[src/rtl/wb_pkg.sv]
// Shared encodings for the write-back stage: result-select codes, load funct3 values
// and the load access width helper.
package wb_pkg;

  typedef enum logic [1:0] {
    WB_SEL_MEM = 2'd0,
    WB_SEL_ALU = 2'd1,
    WB_SEL_PC4 = 2'd2,
    WB_SEL_IMM = 2'd3
  } wb_sel_e;

  localparam logic [2:0] LOAD_LB  = 3'b000;
  localparam logic [2:0] LOAD_LH  = 3'b001;
  localparam logic [2:0] LOAD_LW  = 3'b010;
  localparam logic [2:0] LOAD_LD  = 3'b011;
  localparam logic [2:0] LOAD_LBU = 3'b100;
  localparam logic [2:0] LOAD_LHU = 3'b101;
  localparam logic [2:0] LOAD_LWU = 3'b110;

  // Access width in bytes; 0 marks an encoding that is never a load.
  function automatic logic [3:0] lane_width(input logic [2:0] funct3);
    case (funct3)
      LOAD_LB, LOAD_LBU: lane_width = 4'd1;
      LOAD_LH, LOAD_LHU: lane_width = 4'd2;
      LOAD_LW, LOAD_LWU: lane_width = 4'd4;
      LOAD_LD:           lane_width = 4'd8;
      default:           lane_width = 4'd0;
    endcase
  endfunction

endpackage

[src/rtl/wb_if.sv]
// MEM-to-WB bus: pipeline control, instruction fields in, register-file write port and status out.
// master = MEM side / environment, slave = wb_stage.
interface wb_if #(
  parameter int XLEN  = 32,
  parameter int RF_AW = 5,
  parameter int CNT_W = 64
) ();
  logic             stall;
  logic             flush;
  logic             in_valid;
  logic [XLEN-1:0]  in_pc;
  logic [XLEN-1:0]  in_alu;
  logic [XLEN-1:0]  in_mem_rdata;
  logic [XLEN-1:0]  in_imm;
  logic [2:0]       in_funct3;
  logic [1:0]       in_wb_sel;
  logic [RF_AW-1:0] in_rd;
  logic             in_reg_we;

  logic             out_valid;
  logic             rf_we;
  logic [RF_AW-1:0] rf_addr;
  logic [XLEN-1:0]  rf_wdata;
  logic             load_err;
  logic [CNT_W-1:0] retire_count;

  modport master (
    output stall, flush, in_valid, in_pc, in_alu, in_mem_rdata, in_imm,
           in_funct3, in_wb_sel, in_rd, in_reg_we,
    input  out_valid, rf_we, rf_addr, rf_wdata, load_err, retire_count
  );

  modport slave (
    input  stall, flush, in_valid, in_pc, in_alu, in_mem_rdata, in_imm,
           in_funct3, in_wb_sel, in_rd, in_reg_we,
    output out_valid, rf_we, rf_addr, rf_wdata, load_err, retire_count
  );
endinterface

[src/rtl/load_align.sv]
// Load data alignment: picks the addressed lane out of the raw dmem word and extends it.
// Purely combinational; err flags illegal encodings and misaligned offsets, with data forced to 0.
module load_align
  import wb_pkg::*;
#(
  parameter int XLEN  = 32,
  parameter int OFF_W = (XLEN == 64) ? 3 : 2
) (
  input  logic [XLEN-1:0]  rdata,
  input  logic [OFF_W-1:0] offset,
  input  logic [2:0]       funct3,
  output logic [XLEN-1:0]  data,
  output logic             err
);

  logic [XLEN-1:0] shifted;
  logic [3:0]      lw;

  always_comb begin
    shifted = rdata >> {offset, 3'b000};
    lw      = lane_width(funct3);
    err     = 1'b0;
    data    = '0;
    // LD and LWU only exist on RV64; misalignment is any offset bit below the access width.
    if (lw == 4'd0 || 32'(lw) > (XLEN / 8) || (XLEN == 32 && funct3 == LOAD_LWU)) begin
      err = 1'b1;
    end else if ((offset & OFF_W'(lw - 4'd1)) != '0) begin
      err = 1'b1;
    end else begin
      case (funct3)
        LOAD_LB:  data = XLEN'($signed(shifted[7:0]));
        LOAD_LH:  data = XLEN'($signed(shifted[15:0]));
        LOAD_LW:  data = XLEN'($signed(shifted[31:0]));
        LOAD_LBU: data = XLEN'(shifted[7:0]);
        LOAD_LHU: data = XLEN'(shifted[15:0]);
        LOAD_LWU: data = XLEN'(shifted[31:0]);
        default:  data = shifted;
      endcase
    end
  end

endmodule

[src/rtl/wb_stage.sv]
// MEM/WB register with load alignment and result select; drives the register-file write port.
// One-cycle latency; stall holds all outputs, flush inserts a bubble and wins over stall.
module wb_stage
  import wb_pkg::*;
#(
  parameter int XLEN  = 32,
  parameter int CNT_W = 64,
  parameter int RF_AW = 5
) (
  input logic  clock,
  input logic  reset,
  wb_if.slave  bus
);

  localparam int OFF_W = (XLEN == 64) ? 3 : 2;

  typedef struct packed {
    logic             valid;
    logic             reg_we;
    logic             err;
    logic [RF_AW-1:0] rd;
    logic [XLEN-1:0]  data;
  } wb_reg_t;

  wb_reg_t          wb_d;
  wb_reg_t          wb_q;
  logic [CNT_W-1:0] retire_q;
  logic [XLEN-1:0]  ld_data;
  logic             ld_err;

  load_align #(.XLEN(XLEN), .OFF_W(OFF_W)) u_align (
    .rdata  (bus.in_mem_rdata),
    .offset (bus.in_alu[OFF_W-1:0]),
    .funct3 (bus.in_funct3),
    .data   (ld_data),
    .err    (ld_err)
  );

  always_comb begin
    wb_d        = '0;
    wb_d.valid  = bus.in_valid;
    wb_d.reg_we = bus.in_reg_we;
    wb_d.rd     = bus.in_rd;
    case (wb_sel_e'(bus.in_wb_sel))
      WB_SEL_MEM: begin
        wb_d.data = ld_data;
        // Gated by valid so a bubble never reports an error.
        wb_d.err  = bus.in_valid & ld_err;
      end
      WB_SEL_ALU: wb_d.data = bus.in_alu;
      WB_SEL_PC4: wb_d.data = bus.in_pc + XLEN'(4);
      default:    wb_d.data = bus.in_imm;
    endcase
  end

  always_ff @(posedge clock) begin
    if (reset) begin
      wb_q     <= '0;
      retire_q <= '0;
    end else if (bus.flush) begin
      wb_q.valid  <= 1'b0;
      wb_q.reg_we <= 1'b0;
      wb_q.err    <= 1'b0;
    end else if (!bus.stall) begin
      wb_q <= wb_d;
      if (bus.in_valid) retire_q <= retire_q + CNT_W'(1);
    end
  end

  assign bus.out_valid    = wb_q.valid;
  assign bus.rf_we        = wb_q.valid & wb_q.reg_we & (wb_q.rd != '0) & ~wb_q.err;
  assign bus.rf_addr      = wb_q.rd;
  assign bus.rf_wdata     = wb_q.data;
  assign bus.load_err     = wb_q.err;
  assign bus.retire_count = retire_q;

endmodule

[src/flat_wrapper.sv]
// flat-port wrapper written by rule: the top's interface ports become plain ports
module wb_stage_flat import wb_pkg::*;
#(
  parameter int XLEN  = 32,
  parameter int CNT_W = 64,
  parameter int RF_AW = 5
)
  (clock, reset, bus_stall, bus_flush, bus_in_valid, bus_in_pc, bus_in_alu, bus_in_mem_rdata, bus_in_imm, bus_in_funct3, bus_in_wb_sel, bus_in_rd, bus_in_reg_we, bus_out_valid, bus_rf_we, bus_rf_addr, bus_rf_wdata, bus_load_err, bus_retire_count);
  wb_if #(.XLEN(XLEN), .RF_AW(RF_AW), .CNT_W(CNT_W)) bus_i ();
  input logic clock;
  input logic reset;
  input wire logic [$bits(bus_i.stall)-1:0] bus_stall;
  input wire logic [$bits(bus_i.flush)-1:0] bus_flush;
  input wire logic [$bits(bus_i.in_valid)-1:0] bus_in_valid;
  input wire logic [$bits(bus_i.in_pc)-1:0] bus_in_pc;
  input wire logic [$bits(bus_i.in_alu)-1:0] bus_in_alu;
  input wire logic [$bits(bus_i.in_mem_rdata)-1:0] bus_in_mem_rdata;
  input wire logic [$bits(bus_i.in_imm)-1:0] bus_in_imm;
  input wire logic [$bits(bus_i.in_funct3)-1:0] bus_in_funct3;
  input wire logic [$bits(bus_i.in_wb_sel)-1:0] bus_in_wb_sel;
  input wire logic [$bits(bus_i.in_rd)-1:0] bus_in_rd;
  input wire logic [$bits(bus_i.in_reg_we)-1:0] bus_in_reg_we;
  output wire logic [$bits(bus_i.out_valid)-1:0] bus_out_valid;
  output wire logic [$bits(bus_i.rf_we)-1:0] bus_rf_we;
  output wire logic [$bits(bus_i.rf_addr)-1:0] bus_rf_addr;
  output wire logic [$bits(bus_i.rf_wdata)-1:0] bus_rf_wdata;
  output wire logic [$bits(bus_i.load_err)-1:0] bus_load_err;
  output wire logic [$bits(bus_i.retire_count)-1:0] bus_retire_count;
  assign bus_i.stall = bus_stall;
  assign bus_i.flush = bus_flush;
  assign bus_i.in_valid = bus_in_valid;
  assign bus_i.in_pc = bus_in_pc;
  assign bus_i.in_alu = bus_in_alu;
  assign bus_i.in_mem_rdata = bus_in_mem_rdata;
  assign bus_i.in_imm = bus_in_imm;
  assign bus_i.in_funct3 = bus_in_funct3;
  assign bus_i.in_wb_sel = bus_in_wb_sel;
  assign bus_i.in_rd = bus_in_rd;
  assign bus_i.in_reg_we = bus_in_reg_we;
  assign bus_out_valid = bus_i.out_valid;
  assign bus_rf_we = bus_i.rf_we;
  assign bus_rf_addr = bus_i.rf_addr;
  assign bus_rf_wdata = bus_i.rf_wdata;
  assign bus_load_err = bus_i.load_err;
  assign bus_retire_count = bus_i.retire_count;
  wb_stage #(.XLEN(XLEN), .CNT_W(CNT_W), .RF_AW(RF_AW)) u_core (.clock(clock), .reset(reset), .bus(bus_i));
endmodule
[config.mk]
export PLATFORM = sky130hd
export DESIGN_NAME = wb_stage_flat
export DESIGN_NICKNAME = d
export VERILOG_FILES = /design/src/rtl/wb_pkg.sv /design/src/rtl/wb_if.sv /design/src/rtl/load_align.sv /design/src/rtl/wb_stage.sv /design/src/flat_wrapper.sv
export SDC_FILE = /design/constraint.sdc
export NUM_CORES = 1
export LEC_CHECK = 0
export CORE_AREA = 4 4 128 130
export CTS_CLUSTER_SIZE = 40
export DETAILED_ROUTE_END_ITERATION = 8
export DIE_AREA = 0 0 132 134
export GPL_TIMING_DRIVEN = 0
export HOLD_SLACK_MARGIN = 0.06
export PLACE_DENSITY = 0.8
export REMOVE_ABC_BUFFERS = 1
export SLEW_MARGIN = 20
export SYNTH_ARGS = -nofsm -noshare
export SYNTH_HDL_FRONTEND = slang
export SYNTH_HIERARCHICAL = 1
export SYNTH_SLANG_ARGS = --single-unit
[constraint.sdc]
create_clock -name clock -period 2.8 [get_ports clock]
set_input_delay 0.28 -clock clock [delete_from_list [all_inputs] [get_ports clock]]
set_output_delay 0.28 -clock clock [all_outputs]
set_load 0.02 [all_outputs]
==> reports/qor.csv, run 1 <==
metric,value,unit
Tcrit/Tclk final,97.1,%
top cell type's share of synthesized area,30.2,%
WP data required,3030,ps
average cell area after synthesis,7.85,sq um
Max Cap Violations,0,
"Primary FF master, synth",dfxtp_1,
H-tree depth,3,
Final ANT Viol Nets,0,
RD Place Congestion,0.903,
Crit-path slowest cell,clkdlybuf4s50_1,
"FF+latch count, synth",104,
# setup viols final,0,
CTS Hold Bufs,0,
total grt overflow,0,
Routed WL per cell,18.8,um
"Reg clk slew, reported paths",80,ps
Setup WS post-layout,82.3,ps
I/O Pins,248,
First-pass DRT Iterations,5,
status,completed,
Worst Reg2Reg Path Length in Cells,5,
Clock Tree Buf Depth,2,
via/cell ratio,5.89,
Simple-Gate Fraction of Synth Area,27.1,%
Layout Skew,8.62,ps
Worst Tran Pin Value,901,ps
WS Path Type,input pin to flop,
largest family of logic cells by synthesized area,simple AND/OR/NAND/NOR gates,
count of cell types in the netlist,60,
number of global-route vias before repair,6711,
drt total wl,23.4,mm
1st-iter DRT viols,589,
Flop pwr share,42.7,%
Nets,1198,
Synth Area in Compound Gates,18.7,%
NetSw,1060,uW
"Seq/Total Area, Yosys",30.2,%
Root Driver,clkbuf_16,
Die Span X,132,um
pin count of the biggest net entering global routing,55,
initial antenna violation count,0,
GRT Total Usage,24.8,%
FMAX,0.368,GHz
die height,134,um
Worst Path Max Fanout,17,
DRC,0,
fillers,1302,
Multi-input gate area,4310,sq um
Post-Syn Area,6900,sq um
layout cells sized above 1,6.72,%
sw frac,29.4,%
CP peak stage delay,550,ps
Crit Reg-Reg Startpoint,u_core/bus.retire_count[9],
area growth from synthesis to layout,38.1,%
R2R Path End,u_core/bus.retire_count[63],
clk_lat worst skew,360,ps
Combinational Power Share,21.2,%
mux cell area share after synthesis,8.46,%
TritonCTS clock tree,yes,
area of the core,15100,sq um
Crit. End Element,flop,
post-synthesis adder-cell area fraction,0.544,%
Setup crit end,u_core/bus.rf_wdata[5],
Slew HR,39.5,%
Synth area leaders,"dfxtp_1, nand2_1, a21oi_1",
fin crit period,2720,ps
Synth async-reset ratio,0,%
Critical Path AT,2940,ps
Seq. cell area,2080,sq um
row cnt,45,
Fin Setup TNS,0,ps
startpoint types,input pin,
Fin. Hold Viols,0,
"commonest cells after routing, fill and taps aside","clkdlybuf4s50_1, dfxtp_1, nand2_1",
Die ar.,17700,sq um
vias,7325,
"most common cell after layout, fill and taps aside",clkdlybuf4s50_1,
Synth Area in XOR/XNOR,6.34,%
hpwl dp,17.5,mm
TritonCTS buffer count,9,
Worst setup startpoint,bus_in_funct3[0],
dpl ws,-846,ps
RSZ-0062 raised after global routing,no,
"Slew Viols, Final",0,
starting density of the core,45.6,%
total power density per cell area,377,nW/um^2
Clock Power Share,36.1,%
clock sink count,104,
worst IR drop on VDD,0.297,mV
Leak,0.00319,uW
Port-buffer cells,247,
"setup slack, reg-to-reg",340,ps
first-pass GRT wire length,35.6,mm
worst path cell trace,clkdlybuf4s50_1 > or2_4 > ha_1 > a311oi_2 > a221o_4 > a211oi_1 > a222oi_1 > o21ai_0 > nand2_1 > a21oi_1,
number of enable flip-flop cells after synthesis,0,
diodes inserted,0,
hold crit path type,input pin to flop,
Post-Synthesis Cells,880,
Yosys top cell by area,dfxtp_1,
Pint,2540,uW
YS warnings,6,
==> state kept, by name, summed over array words and instances, names as in the netlist <==
name and count:
u_core/bus.retire_count 64, u_core/bus.rf_wdata 32, u_core/bus.rf_addr 5, u_core/bus.load_err 1
u_core/bus.out_valid 1, u_core/wb_q 1
==> worst max-delay path: cells and delay by family <==
family,cells,cell delay [ps]
compound gates,6,1370
fa+ha+maj,1,270
buf+inv,1,550
simple gates,2,460
==> kinds of logic after synthesis <==
logic type	Yosys count
simple gates	358
buf+inv	109
fa+ha+maj	3
xor+xnor	50
compound gates	207
mux	49
flops	104
==> layout make-up <==
class	instances	area share [%]
clock buffers	9	2.36
clock inverters	7	0.722
inverters	17	0.682
multi-input cells	668	45.2
flip-flops and latches	104	21.8
well taps	188	2.47
repair buffers	251	26.7
==> cells in the mapped netlist, drive strengths merged, types with 3 or more instances <==
library cell and instances:
a211oi 23, a21oi 68, a22oi 3, a31oi 3, and2 3, and3 10, and4 12, buf 61
clkbuf 31, dfxtp 104, ha 3, inv 16, mux2 12, mux2i 31, mux4 6, nand2 93
nand2b 3, nand3 33, nand4 37, nor2 75, nor2b 13, nor3 26, nor4 5, o211ai 12
o21ai 51, o221ai 7, o22ai 10, o2bb2ai 7, o31ai 9, or2 6, or3 27, or4 9
xnor2 16, xor2 34
==> metrics by stage <==
stage	instance area, sq um	cells	total power [uW]	hold slack [ps]	util [%]
floorplan	6370	788	1850	349	-
finish	9530	1244	3590	366	62.9
global placement	9070	1223	2290	443	59.9
detailed placement	9160	1227	2300	443	60.5
global route	9530	1244	3720	392	62.9
CTS	9480	1243	3590	363	62.6
==> timing repair <==
| action | CTS | global route |
|---|---|---|
| pin swaps | 0 | 2 |
| buffers inserted | 0 | 0 |
| setup endpoints to repair | 34 | 20 |
| cloned | 0 | 1 |
| hold endpoints to repair | 0 | 0 |
| gates resized for setup | 8 | 7 |
==> worst min path at each step <==
stage | startpoint | end | slack, ps | cells after the start
floorplan | reset | u_core/bus.retire_count[1] | 350 | 1
global placement | u_core/bus.rf_wdata[4] | u_core/bus.rf_wdata[4] | 440 | 2
detailed placement | u_core/bus.rf_wdata[15] | u_core/bus.rf_wdata[15] | 440 | 1
CTS | reset | u_core/bus.retire_count[14] | 360 | 2
global route | reset | u_core/bus.retire_count[10] | 390 | 2
finish | reset | u_core/bus.retire_count[11] | 370 | 2
==> power groups by stage <==
stage | registers, uW | logic (uW) | clock network [uW]
2_1_floorplan | 1600 | 248 | 0
3_3_place_gp | 1570 | 725 | 0
3_5_place_dp | 1570 | 736 | 0
4_1_cts | 1530 | 745 | 1320
5_1_grt | 1540 | 811 | 1370
6_report | 1530 | 763 | 1300
==> metal layers <==
layer	up-vias	global-route usage, %	part of all wire [%]	wire length (um)
met4	0	9.28	2.6	609
met5	-	0	0	0
met3	35	5.63	8.0	1870
met1	3428	31.0	41	9570
li1	3543	-	-	-
met2	319	42.0	49	11400
(Power assumes the default switching activity.)
==> run 2, diff against run 1 <==
--- a/config.mk
+++ b/config.mk
@@ -5,13 +5,13 @@
 export SDC_FILE = /design/constraint.sdc
 export NUM_CORES = 1
 export LEC_CHECK = 0
-export CORE_AREA = 4 4 128 130
+export CORE_AREA = 4 4 124 126
 export CTS_CLUSTER_SIZE = 40
 export DETAILED_ROUTE_END_ITERATION = 8
-export DIE_AREA = 0 0 132 134
+export DIE_AREA = 0 0 128 130
 export GPL_TIMING_DRIVEN = 0
 export HOLD_SLACK_MARGIN = 0.06
-export PLACE_DENSITY = 0.8
+export PLACE_DENSITY = 0.85
 export REMOVE_ABC_BUFFERS = 1
 export SLEW_MARGIN = 20
 export SYNTH_ARGS = -nofsm -noshare
==> constraint.sdc (replaced) <==
create_clock -name clock -period 3.3 [get_ports clock]
set_input_delay 0.33 -clock clock [delete_from_list [all_inputs] [get_ports clock]]
set_output_delay 0.33 -clock clock [all_outputs]
set_load 0.02 [all_outputs]
==> run 2 against run 1 <==
The flow now finishes with violations (negative setup slack). Final area shrank 0.31%. Critical path depth is the same. Core utilization grew 3.4 points. Global-route usage grew 1.4 points. Largest cell class unchanged. Clock power shrank 18%. Register-to-register slack gained 300 ps.
==> reports/qor.csv, run 2 (synthesized netlist as in run 1, its figures left out) <==
metric,value,unit,change
status,finished with violations,,was completed
failing checks,negative setup slack,,
worst path cell trace,clkdlybuf4s50_1 > or2_1 > ha_1 > a311oi_1 > a221o_2 > buf_12 > a21oi_1 > mux2_2 > o22a_1 > a32o_1,,was clkdlybuf4s50_1 > or2_4 > ha_1 > a311oi_2 > a221o_4 > a211oi_1 > a222oi_1 > o21ai_0 > nand2_1 > a21oi_1
Max Cap Violations,0,,unchanged
CP peak stage delay,700,ps,was 550 ps
Layout Skew,10.7,ps,was 8.62 ps
1st-iter DRT viols,714,,was 589
startpoint types,input pin,,unchanged
"commonest cells after routing, fill and taps aside","clkdlybuf4s50_1, dfxtp_1, nand2_1",,unchanged
GRT Total Usage,26.3,%,was 24.8%
total grt overflow,0,,unchanged
largest delay contributor family on the critical path,compound AO/OA/AOI/OAI gates,,unchanged
starting density of the core,48.2,%,was 45.6%
Crit Reg-Reg Startpoint,u_core/bus.retire_count[2],,was u_core/bus.retire_count[9]
diodes inserted,0,,unchanged
Worst Path Max Fanout,13,,was 17
Setup crit end,u_core/bus.rf_wdata[9],,was u_core/bus.rf_wdata[5]
Die ar.,16600,sq um,"was 17,700 sq um"
TritonCTS buffer count,9,,unchanged
WP depth,10,,unchanged
CTS Hold Bufs,0,,unchanged
clk_lat worst skew,360,ps,about the same
"most common cell after layout, fill and taps aside",clkdlybuf4s50_1,,unchanged
Worst Tran Pin Value,1160,ps,was 901 ps
H-tree depth,3,,unchanged
area growth from synthesis to layout,37.7,%,was 38.1%
first-pass GRT wire length,34.9,mm,was 35.6 mm
Slew HR,22.3,%,was 39.5%
TritonCTS clock tree,yes,,unchanged
FMAX,0.301,GHz,
R2R Path End,u_core/bus.retire_count[63],,unchanged
vias,7411,,"was 7,325"
Critical path buffers and inverters,2,,was 1
WP data required,3550,ps,was 3030 ps
Critical Path AT,3570,ps,was 2940 ps
Nets,1201,,"was 1,198"
"Reg clk slew, reported paths",80,ps,about the same
Leak,0.00318,uW,was 0.00319 uW
Tcrit/Tclk final,101,%,
drt total wl,23.4,mm,about the same
Die Span X,128,um,was 132 um
initial antenna violation count,0,,unchanged
fin cells,1243,,"was 1,244"
"setup slack, reg-to-reg",640,ps,was 340 ps
number of flip-flops in the largest register,64,,unchanged
pin count of the biggest net entering global routing,54,,was 55
hold crit path type,input pin to flop,,unchanged
Fin. Hold Viols,0,,unchanged
Final ANT Viol Nets,0,,unchanged
row cnt,44,,was 45
layout cells sized above 1,6.33,%,was 6.72%
number of global-route vias before repair,6726,,"was 6,711"
RD Place Congestion,0.879,,was 0.903
die height,130,um,was 134 um
Clock Tree Buf Depth,2,,unchanged
placed cells,1223,,"was 1,227"
area of the core,14300,sq um,"was 15,100 sq um"
via/cell ratio,5.96,,was 5.89
fin crit period,3320,ps,
worst IR drop on VDD,0.253,mV,was 0.297 mV
# setup viols final,3,,was 0
Worst Reg2Reg Path Length in Cells,5,,unchanged
Root Driver,clkbuf_16,,unchanged
Crit-path slowest cell,clkdlybuf4s50_1,,unchanged
Routed WL per cell,18.8,um,about the same
Setup WS post-layout,-20.4,ps,was 82.3 ps
dpl ws,-612,ps,was -846 ps
DRC,0,,unchanged
hpwl dp,17.5,mm,about the same
clock sink count,104,,unchanged
First-pass DRT Iterations,6,,was 5
Worst setup startpoint,bus_in_funct3[1],,was bus_in_funct3[0]
WS Path Type,input pin to flop,,unchanged
"Slew Viols, Final",0,,unchanged
Port-buffer cells,247,,unchanged
Crit. End Element,flop,,unchanged
fillers,1225,,"was 1,302"
total power density per cell area,317,nW/um^2,was 377 nW/um^2
I/O Pins,248,,unchanged
run 2: cell types whose count changed in the layout (fill, tap and decap cells not counted), sizes merged:
cell / delta
clkdlybuf4s50: +1
clkinv: +1
inv: -2
buf: +3
run 2: report_power, final:
group / switching [uW] / total (uW) / internal [uW]
Combinational: 318 / 651 / 333
Sequential: 17.8 / 1300 / 1280
Clock: 530 / 1060 / 531
run 2: what timing repair did:
| action | 4_1_cts | 5_1_grt |
|---|---|---|
| buffers inserted | 0 | 3 |
| resized for setup | 1 | 6 |
| endpoints found under the setup margin | 30 | 11 |
| gates cloned | 0 | 1 |
run 2: worst min-delay path by stage:
stage / startpoint / endpoint / slack, ps / depth (start not counted)
floorplan: reset / u_core/bus.retire_count[1] / 400 / 1
global placement: u_core/bus.rf_wdata[4] / u_core/bus.rf_wdata[4] / 440 / 2
detailed placement: u_core/bus.rf_wdata[4] / u_core/bus.rf_wdata[4] / 450 / 2
CTS: reset / u_core/bus.retire_count[44] / 420 / 2
global route: reset / u_core/bus.retire_count[56] / 450 / 2
finish: reset / u_core/bus.retire_count[44] / 430 / 2
run 2: routing by layer:
layer	up-vias	share of wire, %	track usage [%]
met1	3480	41	33.0
met5	-	0	0
li1	3530	-	-
met4	0	3.5	10.9
met2	351	48	43.7
met3	50	8.1	5.98
run 2: layout make-up:
cell class	count	area, sq um	share of cell area, %
Multi-Input combinational cell	668	4260	44.8
Inverter	17	67.6	0.711
Tap cell	184	230	2.42
Clock buffer	10	229	2.41
Sequential cell	104	2080	21.9
Timing Repair Buffer	254	2580	27.1
Clock inverter	6	60.1	0.632
run 2: stage by stage:
step | hold WS (ps) | setup TNS [ps] | total power [uW] | area [sq um] | util (%)
CTS | 421 | 0 | 3000 | 9440 | 65.9
global route | 452 | -175 | 3120 | 9500 | 66.4
global placement | 442 | -71790 | 1940 | 9070 | 63.4
detailed placement | 447 | -15940 | 1950 | 9150 | 63.9
finish | 430 | -40.2 | 3010 | 9500 | 66.4
floorplan | 399 | 0 | 1570 | 6370 | -
run 2: worst reg2reg max path, cell delays in order, from the launching register on:
cell	delay, ps
dfxtp_1	370
nand4bb_1	440
nor4_4	640
nand3_2	390
or4_1	590
a21oi_1	150
